**src/rtl/button_pkg.sv**
```systemverilog
// button_pkg -- shared defaults and helpers for the button debouncer bank.
//
// Contents:
//   DEFAULT_CLOCKS        debounce hold time in clk cycles
//   DEFAULT_CLOCKS_CLOG2  debounce counter width
//   DEFAULT_LONG_CLOCKS   pressed cycles before a long-press pulse
//   DEFAULT_LONG_CLOG2    long-press counter width
//   clog2()               ceil(log2(value)), usable in constant expressions
package button_pkg;

    localparam int unsigned DEFAULT_CLOCKS       = 1024;
    localparam int unsigned DEFAULT_CLOCKS_CLOG2 = 10;
    localparam int unsigned DEFAULT_LONG_CLOCKS  = 1 << 20;
    localparam int unsigned DEFAULT_LONG_CLOG2   = 20;

    function automatic int unsigned clog2(input int unsigned value);
        int unsigned width;
        width = 0;
        for (int unsigned i = 0; i < 32; i++) begin
            if ((64'd1 << i) < 64'(value)) width = i + 1;
        end
        return width;
    endfunction

endpackage

```
**src/rtl/button_channel.sv**
```systemverilog
// button_channel -- one debounced button: 2-flop synchroniser, debounce
// counter, press/release edge pulses and a saturating long-press counter.
//
// Ports:
//   clk         system clock
//   rst_n       asynchronous active-low reset
//   btnIn       raw asynchronous pin
//   btnLevel    debounced pressed state (1 = pressed)
//   btnPress    one-cycle pulse on debounced 0->1
//   btnRelease  one-cycle pulse on debounced 1->0
//   btnLong     one-cycle pulse when held pressed for LONG_CLOCKS cycles
module button_channel
    import button_pkg::*;
#(
    parameter int unsigned CLOCKS       = DEFAULT_CLOCKS,
    parameter int unsigned CLOCKS_CLOG2 = DEFAULT_CLOCKS_CLOG2,
    parameter int unsigned LONG_CLOCKS  = DEFAULT_LONG_CLOCKS,
    parameter int unsigned LONG_CLOG2   = DEFAULT_LONG_CLOG2,
    parameter int unsigned ACTIVE_LOW   = 0
) (
    input  logic clk,
    input  logic rst_n,
    input  logic btnIn,
    output logic btnLevel,
    output logic btnPress,
    output logic btnRelease,
    output logic btnLong
);

    // Never narrower than the counts require, even if the width parameter
    // passed in is too small (the long counter must hold LONG_CLOCKS itself).
    localparam int unsigned CW = (CLOCKS_CLOG2 > clog2(CLOCKS)) ?
                                 CLOCKS_CLOG2 : clog2(CLOCKS);
    localparam int unsigned LW = (LONG_CLOG2 > clog2(LONG_CLOCKS + 1)) ?
                                 LONG_CLOG2 : clog2(LONG_CLOCKS + 1);

    logic          pinPressed;
    logic [1:0]    syncReg;
    logic [CW-1:0] bounceCnt;
    logic [LW-1:0] longCnt;
    logic          differs;
    logic          settle;
    logic          falling;

    assign pinPressed = (ACTIVE_LOW != 0) ? ~btnIn : btnIn;

    always_comb begin
        differs = syncReg[1] ^ btnLevel;
        settle  = differs && (bounceCnt == CW'(CLOCKS - 1));
        falling = settle && btnLevel;
    end

    always_ff @(posedge clk or negedge rst_n) begin
        if (!rst_n) begin
            syncReg    <= '0;
            bounceCnt  <= '0;
            longCnt    <= '0;
            btnLevel   <= 1'b0;
            btnPress   <= 1'b0;
            btnRelease <= 1'b0;
            btnLong    <= 1'b0;
        end else begin
            syncReg <= {syncReg[0], pinPressed};

            if (!differs || settle) bounceCnt <= '0;
            else                    bounceCnt <= bounceCnt + CW'(1);

            btnLevel   <= btnLevel ^ settle;
            btnPress   <= settle && !btnLevel;
            btnRelease <= falling;

            // A release landing on the terminal long count wins: the counter
            // clears and the long pulse is withheld.
            if (!btnLevel || falling)               longCnt <= '0;
            else if (longCnt != LW'(LONG_CLOCKS))   longCnt <= longCnt + LW'(1);

            btnLong <= btnLevel && !falling && (longCnt == LW'(LONG_CLOCKS - 1));
        end
    end

endmodule

```
**src/rtl/button_bank.sv**
```systemverilog
// button_bank -- N_BTN independent debounced buttons with press, release and
// long-press pulses, plus a combined event flag.
//
// Ports:
//   clk          system clock
//   rst_n        asynchronous active-low reset
//   btn_in       raw asynchronous pins
//   btn_level    debounced pressed state per channel (1 = pressed)
//   btn_press    one-cycle pulse per channel on debounced press
//   btn_release  one-cycle pulse per channel on debounced release
//   btn_long     one-cycle pulse per channel after LONG_CLOCKS held cycles
//   any_event    OR of every press, release and long pulse this cycle
module button_bank
    import button_pkg::*;
#(
    parameter int unsigned N_BTN        = 4,
    parameter int unsigned CLOCKS       = DEFAULT_CLOCKS,
    parameter int unsigned CLOCKS_CLOG2 = DEFAULT_CLOCKS_CLOG2,
    parameter int unsigned LONG_CLOCKS  = DEFAULT_LONG_CLOCKS,
    parameter int unsigned LONG_CLOG2   = DEFAULT_LONG_CLOG2,
    parameter int unsigned ACTIVE_LOW   = 0
) (
    input  logic             clk,
    input  logic             rst_n,
    input  logic [N_BTN-1:0] btn_in,
    output logic [N_BTN-1:0] btn_level,
    output logic [N_BTN-1:0] btn_press,
    output logic [N_BTN-1:0] btn_release,
    output logic [N_BTN-1:0] btn_long,
    output logic             any_event
);

    for (genvar i = 0; i < N_BTN; i++) begin : gChannel
        button_channel #(
            .CLOCKS       (CLOCKS),
            .CLOCKS_CLOG2 (CLOCKS_CLOG2),
            .LONG_CLOCKS  (LONG_CLOCKS),
            .LONG_CLOG2   (LONG_CLOG2),
            .ACTIVE_LOW   (ACTIVE_LOW)
        ) uChannel (
            .clk        (clk),
            .rst_n      (rst_n),
            .btnIn      (btn_in[i]),
            .btnLevel   (btn_level[i]),
            .btnPress   (btn_press[i]),
            .btnRelease (btn_release[i]),
            .btnLong    (btn_long[i])
        );
    end

    // All inputs are flop outputs, so this tracks the pulses with no added latency.
    assign any_event = |{btn_press, btn_release, btn_long};

endmodule

```
**config.mk**
```make
export PLATFORM = sky130hd
export DESIGN_NAME = button_bank
export DESIGN_NICKNAME = d
export VERILOG_FILES = /design/src/rtl/button_pkg.sv /design/src/rtl/button_channel.sv /design/src/rtl/button_bank.sv
export SDC_FILE = /design/constraint.sdc
export NUM_CORES = 1
export LEC_CHECK = 0
export ABC_AREA = 1
export CORE_ASPECT_RATIO = 0.9
export CORE_MARGIN = 4
export CORE_UTILIZATION = 60
export CTS_BUF_LIST = sky130_fd_sc_hd__clkbuf_8
export CTS_CLUSTER_DIAMETER = 100
export DETAILED_ROUTE_END_ITERATION = 7
export HOLD_SLACK_MARGIN = 0.1
export PLACE_DENSITY = 0.8
export SYNTH_ARGS = -nofsm -noshare
export SYNTH_HDL_FRONTEND = slang
export SYNTH_SLANG_ARGS = --single-unit
```
**constraint.sdc**
```tcl
create_clock -name clk -period 3.66 [get_ports clk]
set_clock_uncertainty 0.1 [all_clocks]
set_input_delay 0.549 -clock clk [delete_from_list [all_inputs] [get_ports clk]]
set_output_delay 0.549 -clock clk [all_outputs]
set_load 0.02 [all_outputs]
```
==> results.sh <==
export IMPL_die_y_um=117.6
export IMPL_ys_types=30
export IMPL_slew_violations=0
export IMPL_yosys_area_share_simple=0.3639
export IMPL_cts_made_buffers=17
export IMPL_maxCapViolations=0
export IMPL_synthTopCellsByCount="nor2_1, nand2_1, dfrtp_1"
export IMPL_postPlaceCellArea_um2=8260
export IMPL_fin_crit_sh=0.7733
export IMPL_diodes=0
export IMPL_synth_top_family_by_area="simple AND/OR/NAND/NOR gates"
export IMPL_insertion_delay_ns=0.44
export IMPL_tritoncts="built"
export IMPL_drive_gt1_frac=0.06915
export IMPL_drc=0
export IMPL_p_switching_uw=643.7
export IMPL_final_area_um2=8641
export IMPL_internal_power_uw=2294
export IMPL_std_cell_rows=39
export IMPL_viasPerCell=5.078
export IMPL_yosysMostFrequentCell="nor2_1"
export IMPL_muxShareOfSynthArea=0
export IMPL_grt_pass1_wl_um=26280
export IMPL_io_pin_count=23
export IMPL_yosysWarnings=0
export IMPL_track_usage=0.2072
export IMPL_p_leak_uw=0.003697
export IMPL_fin_nets=1104
export IMPL_die_x_um=129.8
export IMPL_synth_cells=1068
export IMPL_cts_path_max_buffers=2
export IMPL_power_switching_share=0.2191
export IMPL_hold_path_class="in2async"
export IMPL_grt_max_degree=94
export IMPL_first_pass_iters=5
export IMPL_syn_avg_cell_area_um2=7.500
export IMPL_synth_top_area_share=0.4624
export IMPL_synth_net_count=1086
export IMPL_critPathKind="reg2out"
export IMPL_core_area_um2=12880
export IMPL_tightest_slew_ns=0.8484
export IMPL_relSlewSlack=0.4344
export IMPL_hpwl_um=10580
export IMPL_initial_core_util=0.6218
export IMPL_first_iter_violations=459
export IMPL_synth_seq_area_share=0.4624
export IMPL_antenna_found_initial=0
export IMPL_port_buffers=22
export IMPL_multi_input_area_um2=3686
export IMPL_pwr_share_comb=0.023
export IMPL_outcome="finished clean"
export IMPL_critPathRequiredTime_ns=3.01
export IMPL_rsz0062_at_grt="false"
export IMPL_ir_worst_vdd_v=0.0002132
export IMPL_gp_congestion=0.8788
export IMPL_synthesis_area_um2=8010
export IMPL_synth_xor_area_frac=0.04155
export IMPL_cts_root_buf="clkbuf_8"
export IMPL_area_growth_syn_to_layout_pct=7.873
export IMPL_yosysTopAreaCell="dfrtp_1"
export IMPL_power_total_uw=2937
export IMPL_setup_violations=0
export IMPL_crit_fanout=2
export IMPL_async_reset_ff_frac=1.000
export IMPL_start_kind="flip-flop"
export IMPL_post_cts_repair_setup_buffers=0
export IMPL_p_seq_frac=0.566
export IMPL_grt_pass1_vias=5831
export IMPL_fin_crit_ns=2.830
export IMPL_max_freq_mhz=353.3
export IMPL_endpoint_kind="output port"
export IMPL_synth_area_leaders="dfrtp_1, nor2_1, nand2_1, inv_1, nand3_1"
export IMPL_overflow=0
export IMPL_reg2regPathDepth=8
export IMPL_vias=6413
export IMPL_wirelength_um=14730
export IMPL_dieArea_um2=15270
export IMPL_wl_per_cell_um=11.66
export IMPL_cellPowerDensity_nw_per_um2=339.9
export IMPL_nFillCells=1106
export IMPL_synth_fa_ha_area_frac=0.01874
export IMPL_timing_final_hold_violations=0
export IMPL_cts_htree_levels=4
export IMPL_synth_main_ff_cell="dfrtp_1"
export IMPL_fin_cells=1263
export IMPL_synth_compound_area_frac=0.03593
export IMPL_placed_cells=1231
export IMPL_clock_sinks=148
export IMPL_ys_ff_latch=148
export IMPL_register_area_um2=3704
export IMPL_tns_ns=0
export IMPL_clk_pin_slew_ns=0.07
export IMPL_worstPathArrival_ns=2.18
export IMPL_ant_nets=0
export IMPL_cts_hold_buffers_added=0
export IMPL_cts_resized_gates=0
export IMPL_clock_power_share=0.412
export IMPL_synth_edff_count=0
-- state kept, by name, summed over array words and instances, names as in the netlist, named ones only --
register	flops
gChannel.uChannel.longCnt	84
gChannel.uChannel.bounceCnt	40
gChannel.uChannel.syncReg	8
gChannel.uChannel.btnLong	4
gChannel.uChannel.btnPress	4
gChannel.uChannel.btnRelease	4
-- final cells by class --
cell class                      count  share of cell area
Timing Repair Buffer               23             0.02795
Clock inverter                     13             0.01376
Tap cell                          164             0.02375
Sequential cell                   148              0.4286
Inverter                          113             0.04909
Clock buffer                       19             0.03026
Multi-Input combinational cell    783              0.4266
-- metal layers --
layer  vias to the layer above  part of all wire  global-route usage
met5                         -                 0                   0
met2                        97              0.44              0.3080
li1                       3372                 -                   -
met3                        14             0.037             0.04900
met4                         0             0.015             0.06429
met1                      2930              0.51              0.3014
-- critical path, cell delays in order (launching register included) --
cell and delay (ns):
dfrtp_1 0.38, nor4_1 0.65, nand3_1 0.14, clkdlybuf4s50_1 0.56
-- logic make-up (layout without fill, tap and decap cells) --
| logic type | count (synthesis) | after routing |
|---|---|---|
| AOI/OAI and AO/OA | 54 | 54 |
| adders and majority gates | 12 | 12 |
| xor gates and xnor gates | 38 | 38 |
| buffers and inverters | 137 | 168 |
| and+or+nand+nor | 679 | 679 |
| DFF | 148 | 148 |
-- path summary, 6_finish.rpt --
check                                             startpoint                                 to  slack, ns
min in group clk             gChannel[3].uChannel.syncReg[0]    gChannel[3].uChannel.syncReg[1]       0.26
max in group asynchronous                              rst_n   gChannel[1].uChannel.longCnt[12]       2.60
max                          gChannel[0].uChannel.btnRelease                          any_event       0.83
min                                                    rst_n  gChannel[3].uChannel.bounceCnt[7]       0.07
min reg2reg                  gChannel[3].uChannel.syncReg[0]    gChannel[3].uChannel.syncReg[1]       0.26
max reg2reg                gChannel[0].uChannel.bounceCnt[0]    gChannel[0].uChannel.longCnt[9]       1.75
-- power groups by stage --
stage	Combinational [uW]	Clock [uW]	Sequential (uW)
after floorplan	23.9	0	1690
after global placement	68.8	0	1690
after detailed placement	70.4	0	1690
after CTS	70.7	1260	1660
after global routing	80.9	1320	1660
final	66.7	1210	1660
-- per-stage QoR --
| stage | setup slack (ns) | hold WS, ns | utilization |
|---|---|---|---|
| 5_1_grt | 0.7082 | 0.1483 | 0.6707 |
| 2_1_floorplan | 2.088 | 0.1534 | - |
| 6_report | 0.8298 | 0.07456 | 0.6707 |
| 3_3_place_gp | 1.243 | 0.2346 | 0.6412 |
| 4_1_cts | 0.7284 | 0.1066 | 0.6707 |
| 3_5_place_dp | 1.239 | 0.2395 | 0.6412 |
-- cell usage in the layout, fill, tap and decap left out, drive strengths merged --
master / instances
clkdlybuf4s50: 21
and3: 3
a21oi: 32
or2: 2
nand4: 12
nor4: 3
nor3: 38
bufinv: 2
xnor2: 14
clkinvlp: 2
nand3: 76
a31oi: 2
clkinv: 6
dfrtp: 148
nand3b: 3
nand2: 262
buf: 2
ha: 12
nor2: 271
xor2: 24
inv: 116
o21ai: 20
nor3b: 8
and2: 1
clkbuf: 19
(Power assumes the default switching activity.)
